**src/rtl/audio_bridge_pkg.sv**
```systemverilog
// Shared types for the SPI-sample to UART bridge.
// Provides the bridge FSM state encoding and the sample width.
// No ports; imported by sample_uart_bridge.
package audio_bridge_pkg;

  localparam int SAMPLE_W = 8;

  typedef enum logic [1:0] {
    IDLE,
    ARM,
    SEND
  } bridge_state_t;

endpackage

```
**src/rtl/sync_fifo.sv**
```systemverilog
// Single-clock FIFO with wrap-bit pointers, occupancy count and a flush input.
// Ports: push_i/wdata_i write side, pop_i/rdata_o read side (rdata_o shows the head
// combinationally), full_o/empty_o/level_o status, flush_i drops all contents.
// A push while full is accepted only when a pop happens in the same cycle.
module sync_fifo #(
  parameter int WIDTH = 8,
  parameter int DEPTH = 16
) (
  input  logic                   clk_i,
  input  logic                   rst_n_i,
  input  logic                   push_i,
  input  logic                   pop_i,
  input  logic                   flush_i,
  input  logic [WIDTH-1:0]       wdata_i,
  output logic [WIDTH-1:0]       rdata_o,
  output logic                   full_o,
  output logic                   empty_o,
  output logic [$clog2(DEPTH):0] level_o
);

  localparam int AW = $clog2(DEPTH);
  localparam int PW = AW + 1;

  logic [PW-1:0]    wptr_q, wptr_d;
  logic [PW-1:0]    rptr_q, rptr_d;
  logic [WIDTH-1:0] mem_q [DEPTH];
  logic             do_push;
  logic             do_pop;

  // Extra MSB on each pointer distinguishes full from empty when the index bits match.
  assign empty_o = (wptr_q == rptr_q);
  assign full_o  = (wptr_q[AW] != rptr_q[AW]) && (wptr_q[AW-1:0] == rptr_q[AW-1:0]);
  assign do_pop  = pop_i && !empty_o;
  // A pop in the same cycle frees the slot the push is about to overwrite.
  assign do_push = push_i && (!full_o || do_pop);
  assign rdata_o = mem_q[rptr_q[AW-1:0]];
  assign level_o = wptr_q - rptr_q;

  always_comb begin
    wptr_d = wptr_q;
    rptr_d = rptr_q;
    if (do_push) begin
      wptr_d = wptr_q + PW'(1);
    end
    // Flush discards everything already stored; a same-cycle push survives it.
    if (flush_i) begin
      rptr_d = wptr_q;
    end else if (do_pop) begin
      rptr_d = rptr_q + PW'(1);
    end
  end

  always_ff @(posedge clk_i or negedge rst_n_i) begin
    if (!rst_n_i) begin
      wptr_q <= '0;
      rptr_q <= '0;
    end else begin
      wptr_q <= wptr_d;
      rptr_q <= rptr_d;
    end
  end

  always_ff @(posedge clk_i) begin
    if (do_push) begin
      mem_q[wptr_q[AW-1:0]] <= wdata_i;
    end
  end

endmodule

```
**src/rtl/sample_uart_bridge.sv**
```systemverilog
// Buffers 8-bit samples sliced from SPI read words and feeds them to a UART
// transmitter one byte per busy handshake; also holds the latest sample for PWM.
// Ports: clk_in/rst_n_in, enable_in (stream enable, low flushes), clear_in (clears
// overflow), spi_data_in/spi_valid_in (capture), uart_busy_in/uart_data_out/
// uart_trigger_out (UART side), sample_out, level_out, overflow_out (status).
module sample_uart_bridge
  import audio_bridge_pkg::*;
#(
  parameter int SRC_WIDTH    = 17,
  parameter int SAMPLE_LSB   = 2,
  parameter int DEPTH        = 16,
  parameter int BUSY_TIMEOUT = 4
) (
  input  logic                   clk_in,
  input  logic                   rst_n_in,
  input  logic                   enable_in,
  input  logic                   clear_in,
  input  logic [SRC_WIDTH-1:0]   spi_data_in,
  input  logic                   spi_valid_in,
  input  logic                   uart_busy_in,
  output logic [SAMPLE_W-1:0]    uart_data_out,
  output logic                   uart_trigger_out,
  output logic [SAMPLE_W-1:0]    sample_out,
  output logic [$clog2(DEPTH):0] level_out,
  output logic                   overflow_out
);

  localparam int CNT_W = $clog2(BUSY_TIMEOUT + 1);

  bridge_state_t       state_q, state_d;
  logic [CNT_W-1:0]    cnt_q, cnt_d;
  logic [SAMPLE_W-1:0] data_q, data_d;
  logic [SAMPLE_W-1:0] sample_q, sample_d;
  logic                trig_q, trig_d;
  logic                overflow_q, overflow_d;

  logic [SAMPLE_W-1:0] slice;
  logic [SAMPLE_W-1:0] head;
  logic                push;
  logic                pop;
  logic                full;
  logic                empty;
  logic                spi_unused_bits;

  assign slice = spi_data_in[SAMPLE_LSB +: SAMPLE_W];
  assign push  = spi_valid_in && enable_in;
  // Only the sample slice of the SPI word is consumed.
  assign spi_unused_bits = ^spi_data_in;

  sync_fifo #(
    .WIDTH (SAMPLE_W),
    .DEPTH (DEPTH)
  ) u_fifo (
    .clk_i   (clk_in),
    .rst_n_i (rst_n_in),
    .push_i  (push),
    .pop_i   (pop),
    .flush_i (!enable_in),
    .wdata_i (slice),
    .rdata_o (head),
    .full_o  (full),
    .empty_o (empty),
    .level_o (level_out)
  );

  always_comb begin
    state_d = state_q;
    cnt_d   = cnt_q;
    data_d  = data_q;
    trig_d  = 1'b0;
    pop     = 1'b0;
    unique case (state_q)
      IDLE: begin
        if (!empty && enable_in && !uart_busy_in) begin
          pop     = 1'b1;
          trig_d  = 1'b1;
          data_d  = head;
          cnt_d   = '0;
          state_d = ARM;
        end
      end
      ARM: begin
        // If the transmitter never acknowledges, treat the byte as sent.
        if (uart_busy_in) begin
          state_d = SEND;
        end else if (cnt_q == CNT_W'(BUSY_TIMEOUT - 1)) begin
          state_d = IDLE;
        end else begin
          cnt_d = cnt_q + CNT_W'(1);
        end
      end
      SEND: begin
        if (!uart_busy_in) begin
          state_d = IDLE;
        end
      end
      default: state_d = IDLE;
    endcase
  end

  // Capture runs regardless of enable so the PWM path always sees fresh audio.
  assign sample_d = spi_valid_in ? slice : sample_q;

  // A drop in the same cycle as a clear leaves the flag set.
  always_comb begin
    overflow_d = overflow_q;
    if (clear_in) begin
      overflow_d = 1'b0;
    end
    if (push && full && !pop) begin
      overflow_d = 1'b1;
    end
  end

  always_ff @(posedge clk_in or negedge rst_n_in) begin
    if (!rst_n_in) begin
      state_q    <= IDLE;
      cnt_q      <= '0;
      data_q     <= '0;
      trig_q     <= 1'b0;
      sample_q   <= '0;
      overflow_q <= 1'b0;
    end else begin
      state_q    <= state_d;
      cnt_q      <= cnt_d;
      data_q     <= data_d;
      trig_q     <= trig_d;
      sample_q   <= sample_d;
      overflow_q <= overflow_d;
    end
  end

  assign uart_data_out    = data_q;
  assign uart_trigger_out = trig_q;
  assign sample_out       = sample_q;
  assign overflow_out     = overflow_q;

endmodule

```
**config.mk**
```make
export PLATFORM = sky130hd
export DESIGN_NAME = sample_uart_bridge
export DESIGN_NICKNAME = d
export VERILOG_FILES = /design/src/rtl/audio_bridge_pkg.sv /design/src/rtl/sync_fifo.sv /design/src/rtl/sample_uart_bridge.sv
export SDC_FILE = /design/constraint.sdc
export NUM_CORES = 1
export LEC_CHECK = 0
export BUFFER_PORTS_ARGS = -buffer_cell sky130_fd_sc_hd__buf_4
export CORE_MARGIN = 1
export CORE_UTILIZATION = 39
export CTS_CLUSTER_DIAMETER = 80
export DETAILED_ROUTE_END_ITERATION = 7
export GPL_TIMING_DRIVEN = 0
export SYNTH_ARGS = -nofsm -noshare
export SYNTH_HDL_FRONTEND = slang
export SYNTH_SLANG_ARGS = --single-unit
```
**constraint.sdc**
```tcl
create_clock -name clk_in -period 2.8 [get_ports clk_in]
set_input_delay 0.28 -clock clk_in [delete_from_list [all_inputs] [get_ports clk_in]]
set_output_delay 0.28 -clock clk_in [all_outputs]
set_load 0.01 [all_outputs]
```
==> flow_summary.toml <==
[route]
route.detailed.drc = 0
top_layer = "met4"
ant_nets = 0
totalWireLength_um = 13200
drtPass1Iterations = 4
drt-met1-wl_um = 5780
drt_iter0_drc = 189
wl_per_cell_um = 20.4
vias = 3389
via_per_inst = 5.24
met2_length_um = 6570
wl_met3_um = 713

[flow_run]
cap_violations = 0

[yosys]
ys_types = 40
synth_cells = 354
synth-xor-area-share_pct = 1.85
ys_ff_latch = 161
synthTopCellsByArea = "edfxtp_1 59%, dfrtp_1 13%, mux4_2 11%"
yosys.area.top_type_share_pct = 58.6
synth_top_family_by_area = "multiplexers"
synth_warnings = 0
synthAdderAreaFrac_pct = 2.40
avgSynthCellArea_um2 = 18.5
synth_nets = 389
synth.largest_area_cell = "edfxtp_1"
seq_area_frac_synth_pct = 71.2
synth.cell_area_um2 = 6560
yosys.area_share.simple_pct = 3.82
synth_compound_area_share_pct = 4.35
synth_mux_area_share_pct = 14.0

[layout]
fin_nets = 449
num-fill-cells = 1409
syn_to_final_growth_pct = 19.6
diodes = 0
layout-drive-gt1-share_pct = 36.3
fin_cells = 647

[timing]
whs_ns = 0.0541
final_max_slew_viol_count = 0
timing.final.crit_period_ns = 2.62
fmax_ghz = 0.381
rsz0062_at_grt = "no"
fin_ws_ns = 0.178
setup_viol = 0
skew_ns = 0.0120
finalSetupTns_ns = 0
min_period_over_period_pct = 93.7
slew_headroom_pct = 57.3
hold_violations = 0
worst_pin_slew_ns = 0.640

[grt]
grt_max_degree = 34
track_usage_pct = 16.7
grt_pass1_wl_um = 21200
grt-ovfl-total = 0
antenna_found_initial = 0
grt_pass1_vias = 3660

[worst_setup_path]
critPathMaxStageDelay_ns = 0.43
crit_start = "u_fifo.rptr_q[1]$_DFFE_PN0P_"
cp.required_ns = 2.92
cp-start-kind = "flop"
crit_end = "u_fifo.mem_q[1][6]$_DFFE_PP_"
cp_top_family = "simple AND/OR/NAND/NOR gates"
critPathMaxFanout = 8
worstRegToRegCells = 8
cp-end-kind = "flop"
arrival_ns = 2.74
cp.depth = 8
crit_path_cell_trace = "buf_6 -> buf_12 -> inv_1 -> ha_1 -> and4_1 -> a31oi_4 -> nor3b_4 -> and2_4"
reg2reg_from = "u_fifo.rptr_q[1]$_DFFE_PN0P_"
reg2reg_slack_ns = 0.18
critical_path_class = "reg -> reg"
path_buf_inv = 3
rr_endpoint = "u_fifo.mem_q[1][6]$_DFFE_PP_"
critPathSlowestCell = "dfrtp_1"

[clock_tree]
cts_root_buffer = "clkbuf_16"
clock_latency_ns = 0.43
cts_buffer_depth = 2
cts_made_buffers = 17
htreeDepth = 4
path_clk_slew_ns = 0.06
cts_sinks = 161
cts_tree = "done"

[floorplanning]
core_um2 = 16500
die_w_um = 132
die_y_um = 132
dieArea_um2 = 17300
ios = 46
num_rows = 47
start_util_pct = 39.7

[pwr]
irDropWorstVdd_v = 0.000413
power_density_nw_per_um2 = 965
power_uw = 7570
leakagePower_uw = 0.00276

[status]
outcome = "finished, final reports clean"

[place]
place_congestion = 0.736
place_hpwl_um = 8780
placed_cells = 609
port_buffers = 35
dpl_worst_slack_ns = -0.912

[hold_path]
holdCritPathClass = "in -> reg"
cell usage after synthesis, drive strengths merged:
master and count:
a211o 1, a211oi 2, a21o 3, a21oi 15, a31oi 2, and2 12
and3 1, and3b 1, and4 2, buf 9, clkbuf 7, dfrtp 33
edfxtp 128, fa 1, ha 11, inv 17, mux2 16, mux2i 2
mux4 32, nand2 7, nand2b 1, nand3 4, nand3b 1, nand4 1
nor2 9, nor3b 1, o21ai 1, o22ai 19, or4b 2, xnor2 10
xor2 3
layout by cell type (no fill, tap or decap), types with 3 or more instances in the layout:
cell and n:
o22ai_1 19, nor2_4 4, and2_2 7, mux2_2 16
xnor2_1 10, inv_1 16, nand3_1 4, dfrtp_1 33
mux4_2 32, nor2_1 5, buf_12 5, and2_4 5
clkbuf_16 17, buf_4 41, nand2_1 7, clkbuf_1 7
a21oi_1 14, a21o_1 3, edfxtp_1 128, ha_1 11
clkinv_4 4
stage by stage:
| step | cell area (um2) | utilization [%] |
|---|---|---|
| 2_1_floorplan | 6570 | - |
| 3_3_place_gp | 7110 | 43.0 |
| 3_5_place_dp | 7110 | 43.0 |
| 4_1_cts | 7850 | 47.5 |
| 5_1_grt | 7850 | 47.5 |
| 6_report | 7850 | 47.5 |
flip-flops by register name, indices dropped and copies added (netlist names):
signal / flops
uart_trigger_out: 1
cnt_q: 3
sample_out: 8
overflow_out: 1
u_fifo.wptr_q: 5
state_q: 2
uart_data_out: 8
u_fifo.rptr_q: 5
u_fifo.mem_q: 128
area by class of cell:
type / count / area [um2] / area share (%)
clock inverters: 11 / 106 / 1.36
multi-input cells: 160 / 1790 / 22.8
well taps: 220 / 275 / 3.51
repair buffers: 45 / 390 / 4.97
flip-flops and latches: 161 / 4670 / 59.5
clock buffers: 21 / 460 / 5.87
inverters: 17 / 67.6 / 0.861
plain buffers: 12 / 86.3 / 1.10
how the worst min path moves through the flow:
| stage | from | to | slack [ns] | depth (start not counted) |
|---|---|---|---|---|
| 6_report | clear_in | overflow_out$_DFFE_PN0P_ | 0.05 | 2 |
| 5_1_grt | clear_in | overflow_out$_DFFE_PN0P_ | 0.06 | 2 |
| 4_1_cts | clear_in | overflow_out$_DFFE_PN0P_ | 0.04 | 2 |
| 3_5_place_dp | rst_n_in | sample_out[5]$_DFFE_PN0P_ | 0.27 | 1 |
| 3_3_place_gp | rst_n_in | sample_out[5]$_DFFE_PN0P_ | 0.26 | 1 |
| 2_1_floorplan | rst_n_in | cnt_q[0]$_DFFE_PN0P_ | -0.02 | 0 |
kinds of logic (layout without fill, tap and decap cells):
kind of cell | after synthesis | in the layout
compound gates | 43 | 43
xor+xnor | 13 | 13
fa+ha+maj | 12 | 12
buf+inv | 33 | 106
flops | 161 | 161
mux | 50 | 50
simple gates | 42 | 42
repair_timing:
item                       in CTS  in global routing
pin swaps                       6                  2
gates resized for setup        21                  1
hold endpoints to repair       33                  0
hold buffers                    1                  0
setup buffers                   9                  0
setup endpoints to repair     142                129
report_power, final:
| group | total (uW) | switching [uW] | internal, uW |
|---|---|---|---|
| sequential | 3060 | 210 | 2850 |
| clock | 2200 | 920 | 1280 |
| combinational | 2320 | 1180 | 1140 |
per-layer routing:
| metal | GRT usage, % | up-vias |
|---|---|---|
| met1 | 22.0 | 1776 |
| li1 | - | 1518 |
| met3 | 3.70 | 13 |
| met2 | 27.5 | 82 |
| met4 | 5.43 | 0 |
| met5 | 0 | - |
(Power assumes the default switching activity.)
